$ cat src/rtl/maxnet_pkg.sv
// Shared types and defaults for the Maxnet winner-take-all sequencer.
package maxnet_pkg;

    typedef enum logic [2:0] {
        StIdle,
        StLoad,
        StInit,
        StMult,
        StAdd,
        StCheck,
        StUpdate,
        StDone
    } maxnet_state_t;

    localparam int unsigned DefPuLat   = 1;
    localparam int unsigned DefMaxIter = 255;
    localparam int unsigned DefIterW   = 8;

    typedef struct packed {
        logic main_reg_write;
        logic act_write;
        logic mult_write;
        logic add_write;
        logic sel;
        logic busy;
        logic done;
    } maxnet_ctrl_t;

    // Moore output table, indexed by state.
    function automatic maxnet_ctrl_t decode_ctrl(input maxnet_state_t st);
        maxnet_ctrl_t c;
        c = '0;
        c.busy = (st != StIdle);
        unique case (st)
            StIdle:   ;
            StLoad:   c.main_reg_write = 1'b1;
            StInit:   c.act_write = 1'b1;
            StMult:   c.mult_write = 1'b1;
            StAdd:    c.add_write = 1'b1;
            StCheck:  ;
            StUpdate: begin
                c.act_write = 1'b1;
                c.sel       = 1'b1;
            end
            StDone:   c.done = 1'b1;
            default:  c = '0;
        endcase
        return c;
    endfunction

endpackage

$ cat src/rtl/maxnet_iter_counter.sv
// Clearable, incrementing pass counter that saturates at its all-ones value.
module maxnet_iter_counter #(
    parameter int unsigned Width = 8
) (
    input  logic             clk,
    input  logic             rst,
    input  logic             clr,
    input  logic             inc,
    output logic [Width-1:0] count
);

    always_ff @(posedge clk) begin
        if (!rst) begin
            count <= '0;
        end else if (clr) begin
            count <= '0;
        end else if (inc && (count != {Width{1'b1}})) begin
            count <= count + Width'(1);
        end
    end

endmodule

$ cat src/rtl/maxnet_controller.sv
// Sequencing FSM for the four-lane Maxnet datapath.
// Optional pass limit with timeout: define MAXNET_ITER_LIMIT_EN.
module maxnet_controller
    import maxnet_pkg::*;
#(
    parameter int unsigned PU_LAT   = DefPuLat,
    parameter int unsigned MAX_ITER = DefMaxIter,
    parameter int unsigned ITER_W   = DefIterW
) (
    input  logic              clk,
    input  logic              rst,
    input  logic              start,
    input  logic              found,
    output logic              mainRegWrite,
    output logic              actWrite,
    output logic              multWrite,
    output logic              addWrite,
    output logic              s1,
    output logic              s2,
    output logic              s3,
    output logic              s4,
    output logic              busy,
    output logic              done,
    output logic              timeout,
    output logic [ITER_W-1:0] iter_count
);

    localparam int unsigned MultW = (PU_LAT > 1) ? $clog2(PU_LAT) : 1;

`ifdef MAXNET_ITER_LIMIT_EN
    localparam bit LimitEn = 1'b1;
`else
    localparam bit LimitEn = 1'b0;
`endif

    maxnet_state_t state_q, state_d;
    maxnet_ctrl_t  ctrl_q;
    logic [MultW-1:0] mult_cnt_q;
    logic          mult_last;
    logic [ITER_W:0] iter_next;
    logic          limit_hit;

    assign mult_last = (mult_cnt_q == MultW'(PU_LAT - 1));
    assign iter_next = {1'b0, iter_count} + (ITER_W + 1)'(1);
    assign limit_hit = LimitEn && (iter_next == (ITER_W + 1)'(MAX_ITER));

    always_comb begin
        state_d = state_q;
        unique case (state_q)
            StIdle:   if (start) state_d = StLoad;
            StLoad:   state_d = StInit;
            StInit:   state_d = StMult;
            StMult:   if (mult_last) state_d = StAdd;
            StAdd:    state_d = StCheck;
            StCheck:  state_d = (found || limit_hit) ? StDone : StUpdate;
            StUpdate: state_d = StMult;
            StDone:   state_d = StIdle;
            default:  state_d = StIdle;
        endcase
    end

    // Outputs are registered from the next state, so they line up with state_q.
    always_ff @(posedge clk) begin
        if (!rst) begin
            state_q    <= StIdle;
            ctrl_q     <= '0;
            mult_cnt_q <= '0;
        end else begin
            state_q <= state_d;
            ctrl_q  <= decode_ctrl(state_d);
            if (state_q == StMult && !mult_last) begin
                mult_cnt_q <= mult_cnt_q + MultW'(1);
            end else begin
                mult_cnt_q <= '0;
            end
        end
    end

    maxnet_iter_counter #(
        .Width (ITER_W)
    ) u_iter_counter (
        .clk   (clk),
        .rst   (rst),
        .clr   (state_q == StLoad),
        .inc   (state_q == StCheck),
        .count (iter_count)
    );

`ifdef MAXNET_ITER_LIMIT_EN
    logic timeout_q;
    always_ff @(posedge clk) begin
        if (!rst) begin
            timeout_q <= 1'b0;
        end else if (state_q == StLoad) begin
            timeout_q <= 1'b0;
        end else if (state_q == StCheck && !found && limit_hit) begin
            timeout_q <= 1'b1;
        end
    end
    assign timeout = timeout_q;
`else
    assign timeout = 1'b0;
`endif

    assign mainRegWrite = ctrl_q.main_reg_write;
    assign actWrite     = ctrl_q.act_write;
    assign multWrite    = ctrl_q.mult_write;
    assign addWrite     = ctrl_q.add_write;
    assign s1           = ctrl_q.sel;
    assign s2           = ctrl_q.sel;
    assign s3           = ctrl_q.sel;
    assign s4           = ctrl_q.sel;
    assign busy         = ctrl_q.busy;
    assign done         = ctrl_q.done;

endmodule

$ cat config.mk
export PLATFORM = sky130hd
export DESIGN_NAME = maxnet_controller
export DESIGN_NICKNAME = d
export VERILOG_FILES = /design/src/rtl/maxnet_pkg.sv /design/src/rtl/maxnet_iter_counter.sv /design/src/rtl/maxnet_controller.sv
export SDC_FILE = /design/constraint.sdc
export NUM_CORES = 1
export LEC_CHECK = 0
export ABC_AREA = 0
export CAP_MARGIN = 20
export CORE_AREA = 2 2 50 52
export CTS_CLUSTER_SIZE = 28
export DETAILED_ROUTE_END_ITERATION = 12
export DIE_AREA = 0 0 52 54
export GPL_ROUTABILITY_DRIVEN = 0
export GPL_TIMING_DRIVEN = 0
export PLACE_DENSITY = 0.66
export SLEW_MARGIN = 10
export SYNTH_ARGS = -nofsm -noshare
export SYNTH_HDL_FRONTEND = slang
export SYNTH_SLANG_ARGS = --single-unit
$ cat constraint.sdc
create_clock -name clk -period 3.2 [get_ports clk]
set_input_delay 0.32 -clock clk [delete_from_list [all_inputs] [get_ports clk]]
set_output_delay 0.32 -clock clk [all_outputs]
set_load 0.005 [all_outputs]
==> impl_metrics.json <==
{
  "status": "complete, no violations",
  "num_vias": 721,
  "rsz0062_at_grt": "no",
  "layout-drive-gt1-share_pct": 10.17,
  "core_area_sq_mm": 0.002320,
  "leakage_nw": 0.4265,
  "cp_cell_sequence": "clkdlybuf4s50_1",
  "holdPathStages": 1,
  "finalNetCount": 124,
  "dieWidth_um": 52,
  "hp-class": "flip-flop to flip-flop",
  "r2r_cells": 5,
  "grt_max_degree": 11,
  "area_growth_pct": 33.28,
  "routedWlPerCell_um": 10.63,
  "largest_register_ffs": 8,
  "num_antenna_cells": 0,
  "finalHoldViolCount": 0,
  "initial_core_util_pct": 35.98,
  "slowest_stage": "clkdlybuf4s50_1",
  "dr.pass1.iters": 4,
  "dp_hpwl_um": 1157,
  "grt_pass1_wl_um": 2566,
  "r2r_end": "u_iter_counter.count[1]$_SDFFE_PP0P_",
  "fmax_mhz": 625.1,
  "synth_cells": 92,
  "min_from": "u_iter_counter.count[6]$_SDFFE_PP0P_",
  "grt_pass1_vias": 600,
  "grt_usage_pct": 12.41,
  "syn-cell-area_sq_um": 834.6,
  "ys_warn_count": 0,
  "fin_setup_tns_ps": 0,
  "routed_wl_um": 1573,
  "fin_area_sq_mm": 0.001112,
  "drt_iter0_markers": 22,
  "path_max_fanout": 6,
  "cts_inserted_buffers": 3,
  "cts.clk_slew.worst_paths_ps": 100,
  "syn_avg_cell_area_sq_um": 9.071,
  "clkLatencyLatePin_ps": 300,
  "post-route-min-period_ps": 1600,
  "ctsLongestPathBuffers": 2,
  "critical_path_class": "flip-flop to output pin",
  "timing.hold.ws_ps": 535.0,
  "r2r_start": "u_iter_counter.count[0]$_SDFFE_PP0P_",
  "ant_nets": 0,
  "slew_viol_final": 0,
  "num_rows": 18,
  "post-route-period-util_pct": 50.00,
  "final_cell_mix": "clkdlybuf4s50_1 (21), dfxtp_1 (19), nor2_1 (8)",
  "antenna_found_initial": 0,
  "rrSetupSlack_ps": 1660,
  "p_per_area_mw_per_mm2": 373.8,
  "top_register": "u_iter_counter.count",
  "gr-total-overflow": 0,
  "final_common_cell": "clkdlybuf4s50_1",
  "cp_data_arrival_time_ps": 1280,
  "cts_resized": 0,
  "ctsHoldBuffers": 0,
  "ir_worst_vdd_mv": 0.3354,
  "post_cts_buffers": 0,
  "cts_tree": "done",
  "relSlewSlack_pct": 55.60,
  "portBuffers": 21,
  "die_area_sq_mm": 0.002808,
  "crit_family": "buffers and inverters",
  "min_to": "u_iter_counter.count[6]$_SDFFE_PP0P_",
  "slowest_delay_ps": 540,
  "ys_ff_latch": 19,
  "seq_area_frac_synth_pct": 45.58,
  "critPathLaunchType": "flip-flop",
  "io_pins": 23,
  "fin_skew_ps": 1.980,
  "reg.largest.list": "u_iter_counter.count x8, state_q x3",
  "setup_viol_count_final": 0,
  "numClockSinks": 19,
  "drv_cap": 0,
  "required_ps": 2880,
  "cp-end-kind": "output pin",
  "crit_buf_inv": 1,
  "clockRootBuffer": "clkbuf_4",
  "htree_levels": 1,
  "post-route-drc-count": 0,
  "dpl_cell_area_sq_mm": 0.001086,
  "post_drt_via_cell_ratio": 4.872,
  "fp.dieH_um": 54,
  "worstMarginPinSlew_ps": 661.5,
  "yosysUniqueCellTypes": 37
}
[synthesized netlist by cell type, drive strengths merged]
master,number,area (sq um)
a21oi,3,18.77
o21ai,6,30.02
o2111ai,1,8.760
o31ai,1,7.510
o211ai,1,7.510
o2111a,1,11.26
clkbuf,1,3.750
and3b,1,8.760
nand3b,1,7.510
and3,2,12.51
a21boi,2,15.01
or3,2,12.51
inv,2,7.510
buf,7,50.04
ha,1,12.51
dfxtp,19,380.4
nor2,8,30.03
nand2b,3,18.77
nor2b,3,18.77
o21a,1,7.510
nor4,1,6.260
conb,1,3.750
xor2,2,17.52
and2,3,18.77
xnor2,1,8.760
o211a,1,10.01
a211oi,1,7.510
mux2i,2,20.02
nand3,3,20.02
nand4,1,6.260
a31oi,2,12.51
nand2,5,18.77
nor3,3,15.01
[worst max-delay path by stage]
stage | start | end | slack (ps) | cells past startpoint
finish | u_iter_counter.count[5]$_SDFFE_PP0P_ | iter_count[5] | 1600 | 1
global route | u_iter_counter.count[5]$_SDFFE_PP0P_ | iter_count[5] | 1510 | 1
CTS | s1$_SDFF_PN0_ | s3 | 1580 | 2
detailed placement | found | multWrite$_SDFF_PN0_ | 1580 | 5
global placement | found | done$_SDFF_PN0_ | 1560 | 5
floorplan | u_iter_counter.count[0]$_SDFFE_PP0P_ | u_iter_counter.count[1]$_SDFFE_PP0P_ | 1810 | 5
[worst register-to-register path, stage by stage, from the launching register on]
cell,delay [ps]
dfxtp_1,400
ha_1,240
nand3_1,160
o21ai_0,340
mux2i_1,240
nor2_1,50
[cell type report]
class | instances | area [sq um]
Tap cell | 30 | 37.54
Buffer | 8 | 53.80
Fill cell | 230 | 1207
Clock buffer | 4 | 26.28
Timing Repair Buffer | 21 | 210.2
Sequential cell | 19 | 380.4
Inverter | 2 | 7.507
Multi-Input combinational cell | 64 | 396.6
[routing by layer]
metal,global-route usage [%],up-vias,part of all wire [%]
li1,-,372,-
met1,13.73,326,43
met2,22.36,23,51
met3,5.833,0,6.5
met4,1.316,0,0
met5,0,-,0
[power breakdown]
part,total (W),leakage [nW],internal [W],switching [W]
clock,0.000122,0.0150,0.0000486,0.0000734
sequential,0.000248,0.155,0.000244,0.00000390
combinational,0.0000454,0.257,0.0000231,0.0000223
total,0.000416,0.426,0.000316,0.0000996
[stage by stage]
step | setup slack (ps) | utilization, % | power (W) | std cells
floorplan | 1813 | - | 0.0002791 | 93
global placement | 1560 | 46.82 | 0.0002983 | 144
detailed placement | 1577 | 46.82 | 0.0002985 | 144
CTS | 1580 | 47.95 | 0.0004232 | 148
global route | 1515 | 47.95 | 0.0004376 | 148
finish | 1600 | 47.95 | 0.0004158 | 148
[logic make-up (layout without fill, tap and decap cells)]
kind of cell             after synthesis  count (layout)  synth area share (%)
multiplexers                           2               2                 2.399
flip-flops                            19              19                 45.58
AO/OA/AOI/OAI                         20              20                 16.34
other                                  1               2                0.4493
XOR/XNOR                               3               3                 3.149
adder cells (fa/ha/maj)                1               1                 1.499
buffers and inverters                 10              35                 7.345
AND/OR/NAND/NOR                       36              36                 23.24
Note: power is estimated with default switching activity, not from simulation.
